<file path="src/rtl/dpram_portb_arb.sv">
// Purpose : arbitrates two requesters onto the read/write port B of the core dual-port RAM.
// Latency : grant is combinational in the request cycle; read data returns exactly 1 cycle after the grant.
// Backpressure: a losing requester holds req until gnt; m0 has fixed priority, m1 is guaranteed a
//               slot after STARVE_MAX consecutive m0 grants while it waits.
//
// Ports:
//   clk, rst                 clock, asynchronous active-high reset
//   m0_*                     core load/store requester: req/we/wem/addr/wdata in, gnt/rvalid/rdata out
//   m1_*                     debug/DMA requester, same shape as m0
//   ram_enb..ram_dinb        RAM port B command (zero when idle)
//   ram_doutb                RAM port B read data, valid the cycle after a read enable
//   stat_clr, conflict_cnt   dual-request cycle counter and its synchronous clear
//
// Build option: define DPRAM_ARB_STAT_EN to add stat_clr / conflict_cnt. Arbitration is identical
// with or without it.

module dpram_portb_arb #(
   parameter int ADDR_W     = 11,
   parameter int DATA_W     = 32,
   parameter int STARVE_MAX = 4
) (
   input  logic              clk,
   input  logic              rst,

   input  logic              m0_req,
   input  logic              m0_we,
   input  logic [DATA_W/8-1:0] m0_wem,
   input  logic [ADDR_W-1:0] m0_addr,
   input  logic [DATA_W-1:0] m0_wdata,
   output logic              m0_gnt,
   output logic              m0_rvalid,
   output logic [DATA_W-1:0] m0_rdata,

   input  logic              m1_req,
   input  logic              m1_we,
   input  logic [DATA_W/8-1:0] m1_wem,
   input  logic [ADDR_W-1:0] m1_addr,
   input  logic [DATA_W-1:0] m1_wdata,
   output logic              m1_gnt,
   output logic              m1_rvalid,
   output logic [DATA_W-1:0] m1_rdata,

   output logic              ram_enb,
   output logic              ram_web,
   output logic [DATA_W/8-1:0] ram_wemb,
   output logic [ADDR_W-1:0] ram_addrb,
   output logic [DATA_W-1:0] ram_dinb,
   input  logic [DATA_W-1:0] ram_doutb
`ifdef DPRAM_ARB_STAT_EN
   ,
   input  logic              stat_clr,
   output logic [31:0]       conflict_cnt
`endif
);

   localparam int         BE_W     = DATA_W / 8;
   localparam logic [3:0] STARVE_C = 4'(STARVE_MAX);

   // One RAM port B command, kept together so the winner mux is a single select.
   typedef struct packed {
      logic              we;
      logic [BE_W-1:0]   wem;
      logic [ADDR_W-1:0] addr;
      logic [DATA_W-1:0] wdata;
   } cmd_t;

   cmd_t m0_cmd;
   cmd_t m1_cmd;
   cmd_t ram_cmd;

   logic [3:0] starve_q;
   logic [3:0] starve_d;
   logic       rd_pend_q;
   logic       rd_pend_d;
   logic       rd_owner_q;   // 0 = m0, 1 = m1
   logic       rd_owner_d;

   logic       m1_wins;
   logic       any_gnt;
   logic       rd_grant;

   // ---------------------------------------------------------------
   // Grant selection
   // ---------------------------------------------------------------
   // m1 wins when it is alone, or when m0 has used up its allotted
   // consecutive grants while m1 was waiting.
   assign m1_wins = m1_req & (~m0_req | (starve_q == STARVE_C));

   // Gating with rst keeps the RAM idle and the requesters stalled for
   // the whole time reset is asserted, not just until the first edge.
   assign m0_gnt  = ~rst & m0_req & ~m1_wins;
   assign m1_gnt  = ~rst & m1_wins;
   assign any_gnt = m0_gnt | m1_gnt;

   // ---------------------------------------------------------------
   // RAM port B drive
   // ---------------------------------------------------------------
   assign m0_cmd = '{we: m0_we, wem: m0_wem, addr: m0_addr, wdata: m0_wdata};
   assign m1_cmd = '{we: m1_we, wem: m1_wem, addr: m1_addr, wdata: m1_wdata};

   always_comb begin
      ram_cmd = '0;
      if (m0_gnt) begin
         ram_cmd = m0_cmd;
      end else if (m1_gnt) begin
         ram_cmd = m1_cmd;
      end
   end

   assign ram_enb   = any_gnt;
   assign ram_web   = ram_cmd.we;
   assign ram_wemb  = ram_cmd.wem;
   assign ram_addrb = ram_cmd.addr;
   assign ram_dinb  = ram_cmd.wdata;

   // ---------------------------------------------------------------
   // Starvation counter and read-response tracking
   // ---------------------------------------------------------------
   assign rd_grant = any_gnt & ~ram_cmd.we;

   always_comb begin
      starve_d = starve_q;
      if (m1_gnt || !m1_req) begin
         starve_d = '0;
      end else if (m0_gnt && (starve_q < STARVE_C)) begin
         starve_d = starve_q + 4'd1;
      end
   end

   // The RAM registers its read data internally, so tracking a single
   // outstanding read is enough for full 1-access/cycle throughput: a new
   // read (or a write) can be granted while the previous response is out.
   always_comb begin
      rd_pend_d  = rd_grant;
      rd_owner_d = rd_owner_q;
      if (rd_grant) begin
         rd_owner_d = m1_gnt;
      end
   end

   always_ff @(posedge clk or posedge rst) begin
      if (rst) begin
         starve_q   <= '0;
         rd_pend_q  <= 1'b0;
         rd_owner_q <= 1'b0;
      end else begin
         starve_q   <= starve_d;
         rd_pend_q  <= rd_pend_d;
         rd_owner_q <= rd_owner_d;
      end
   end

   // ---------------------------------------------------------------
   // Response steering
   // ---------------------------------------------------------------
   assign m0_rvalid = rd_pend_q & ~rd_owner_q;
   assign m1_rvalid = rd_pend_q &  rd_owner_q;
   assign m0_rdata  = m0_rvalid ? ram_doutb : '0;
   assign m1_rdata  = m1_rvalid ? ram_doutb : '0;

`ifdef DPRAM_ARB_STAT_EN
   // ---------------------------------------------------------------
   // Conflict statistics: cycles where both requesters want the port
   // ---------------------------------------------------------------
   logic        both_req;
   logic [31:0] conflict_q;
   logic [31:0] conflict_d;

   assign both_req = m0_req & m1_req;

   always_comb begin
      conflict_d = conflict_q;
      if (stat_clr) begin
         conflict_d = '0;
      end else if (both_req) begin
         conflict_d = conflict_q + 32'd1;
      end
   end

   always_ff @(posedge clk or posedge rst) begin
      if (rst) begin
         conflict_q <= '0;
      end else begin
         conflict_q <= conflict_d;
      end
   end

   assign conflict_cnt = conflict_q;
`endif

endmodule

</file>
<file path="config.mk">
export PLATFORM = sky130hd
export DESIGN_NAME = dpram_portb_arb
export DESIGN_NICKNAME = d
export VERILOG_FILES = /design/src/rtl/dpram_portb_arb.sv
export SDC_FILE = /design/constraint.sdc
export NUM_CORES = 1
export LEC_CHECK = 0
export ABC_CLOCK_PERIOD_IN_PS = 1900
export CAP_MARGIN = 20
export CORE_AREA = 5 5 92 94
export CTS_CLUSTER_DIAMETER = 100
export DETAILED_ROUTE_END_ITERATION = 8
export DIE_AREA = 0 0 97 99
export GPL_TIMING_DRIVEN = 0
export PLACE_DENSITY = 0.79
export SYNTH_ARGS = -nofsm -noshare
export SYNTH_HDL_FRONTEND = slang
export SYNTH_SLANG_ARGS = --single-unit
export TNS_END_PERCENT = 30
</file>
<file path="constraint.sdc">
create_clock -name clk -period 1.9 [get_ports clk]
set_input_delay 0.285 -clock clk [delete_from_list [all_inputs] [get_ports clk]]
set_output_delay 0.285 -clock clk [all_outputs]
set_load 0.01 [all_outputs]
</file>
==> results_dict.tcl <==
set metrics [dict create \
    antennaDiodeCount 0 \
    hold_buffers 0 \
    synth_top_area_share 0.322 \
    synth_ff_type "dfrtp_1" \
    syn_nets 300 \
    io_pins 249 \
    wl_mm 9.75 \
    vias 2400 \
    cts_tree "built" \
    synth.most_common_cell "a22o_1" \
    worst-r2r-cell-count 6 \
    dp_hpwl_mm 8.25 \
    synth_top_area_cell "a22o_1" \
    root_buffer "clkbuf_8" \
    hold_viol 0 \
    reg2reg_from "starve_q[1]$_DFFE_PP0P_" \
    cts_sinks 6 \
    grt_pass1_wl_mm 14.0 \
    synth.distinct_cells 25 \
    synth_cells 166 \
    tightest_slew_ns 0.382 \
    async_flop_share 1.00 \
    synth-edff-count 0 \
    grt_util_all_layers 0.179 \
    synth.top_cells.by_count "a22o_1, and2_1, and3_1" \
    drive_gt1_frac 0.221 \
    drtIter0Drc 49 \
    syn-cell-area_um2 1310 \
    peakVddDrop_mv 0.420 \
    end_kind "output pin" \
    numCtsBuffers 3 \
    core_area_um2 7570 \
    slew_viol_final 0 \
    clock_skew_ns 0.00610 \
    drc 0 \
    violations "negative setup slack" \
    ant_nets 0 \
    period_needed_ns 2.12 \
    clk_pin_slew_ns 0.04 \
    drt_pass1_iterations 4 \
    viasPerCell 4.52 \
    dieArea_um2 9600 \
    place.gp.congestion 0.899 \
    cp.arrival_ns 1.84 \
    final.setup.worst_slack_ns -0.224 \
    setup_viol 49 \
    syn_area_per_cell_um2 7.88 \
    power_leakage_nw 2.27 \
    initial_core_util 0.173 \
    use_met3 0.0396 \
    path_class "flip-flop to output pin" \
    grt_max_degree 12 \
    area_growth_syn_to_layout_pct 210 \
    cp_max_fo 5 \
    synth_seq_cells 6 \
    status "finished, violations left" \
    yosysWarnings 0 \
    routedWlPerCell_um 18.4 \
    placed_cells 516 \
    maxCapViolCount 0 \
    fin_nets 565 \
    cellPowerDensity_nw_per_um2 306 \
    rsz0062_at_grt "true" \
    grt_pass1_vias 2440 \
    htree_levels 1 \
    die_w_um 97 \
    die_y_um 99 \
    clock_latency_ns 0.23 \
    final_cell_count_no_fill 531 \
    crit_path_start_kind "flip-flop" \
    grt_util_met1 0.219 \
    place_ws_ns -0.949 \
    num_rows 32 \
    overflow 0 \
    ys_seq_area_frac 0.115 \
    timing.final.crit_share 1.12 \
    fmax_ghz 0.471 \
    grt_most_used_layer "met2" \
    use_met2 0.321 \
    slew_headroom 0.744 \
    required_ns 1.62 \
    grt_antenna_before_repair 0 \
    startpoint "starve_q[1]$_DFFE_PP0P_" \
    port_buffers 248 \
    min_path_type "input pin to async pin" \
    clockBufferDepth 2 \
    synth.area.top_cells "a22o_1, and2_1, and3_1, dfrtp_1, buf_6" \
]
-- cells by family (layout without fill, tap and decap cells) --
group,count (synthesis),count (layout),synth area share
AO/OA/AOI/OAI,55,55,0.367
flip-flops,6,6,0.115
buffers and inverters,25,288,0.103
adder cells (fa/ha/maj),2,2,0.0191
multiplexers,1,1,0.00766
AND/OR/NAND/NOR,76,76,0.381
XOR/XNOR,1,1,0.00670
-- final timing paths --
path | slack [ns] | end
max in group asynchronous | 1.74 | rd_pend_q$_DFF_PP0_
worst max-delay path | -0.22 | ram_dinb[16]
min in group clk | 0.58 | starve_q[2]$_DFFE_PP0P_
worst min register to register | 0.64 | starve_q[3]$_DFFE_PP0P_
worst max register to register | 0.30 | rd_pend_q$_DFF_PP0_
worst min-delay path | 0.02 | starve_q[2]$_DFFE_PP0P_
-- power by group --
group	switching, mW	internal (mW)	leakage, nW
registers	0.0128	0.136	0.0780
clock network	0.0660	0.137	0.0216
logic	0.332	0.554	2.17
total	0.411	0.828	2.27
-- through the flow --
step                      instance area, um^2  hold WS [ns]  total power, mW   util  TNS (ns)
after floorplan                          1310        0.0818            0.425      -         0
after global placement                   3920         0.573             1.03  0.518    -45.45
after detailed placement                 3920         0.604             1.04  0.518    -47.49
after CTS                                3900         0.247             1.21  0.515     -5.10
after global routing                     4050        0.0437             1.31  0.535    -11.25
final                                    4050        0.0160             1.24  0.535     -7.99
-- critical path, stage by stage (launching register included) --
cell and delay, ns:
dfrtp_1 0.39, inv_2 0.08, ha_4 0.15, nand3b_4 0.09, a211oi_4 0.23, buf_6 0.14
buf_6 0.12, buf_6 0.12, a22o_1 0.15, buf_2 0.14
-- final cells by class --
class | instances | area, um^2
Buffer | 18 | 190
Inverter | 6 | 25.0
Clock buffer | 3 | 41.3
Multi-Input combinational cell | 135 | 1050
Sequential cell | 6 | 153
Fill cell | 701 | 3520
Timing Repair Buffer | 261 | 2460
Tap cell | 102 | 128
-- state kept, by name (all words and copies together) (netlist names) --
register	cells
starve_q	4
rd_owner_q	1
rd_pend_q	1
-- cell usage in the layout, fill, tap and decap left out, types with 3 or more instances in the layout --
master and instances:
dfrtp_1 4, buf_6 17, buf_2 33, and3_1 32, dlymetal6s2s_1 17, clkbuf_8 8, dlygate4sd2_1 29, a22o_1 48
clkbuf_4 3, and2_1 33, nor3_1 3, buf_4 16, inv_1 3, clkdlybuf4s50_1 152
-- per-layer routing --
layer,vias up,share of wire
li1,1156,-
met1,1108,0.39
met2,117,0.53
met3,19,0.061
met4,0,0.020
met5,-,0
-- repair_timing --
item                       in CTS  in global routing
pin swaps                      31                 14
setup endpoints to repair     114                 87
gates resized for setup       281                 35
gates cloned                    2                  1
buffers inserted                6                  4
(Power assumes the default switching activity.)
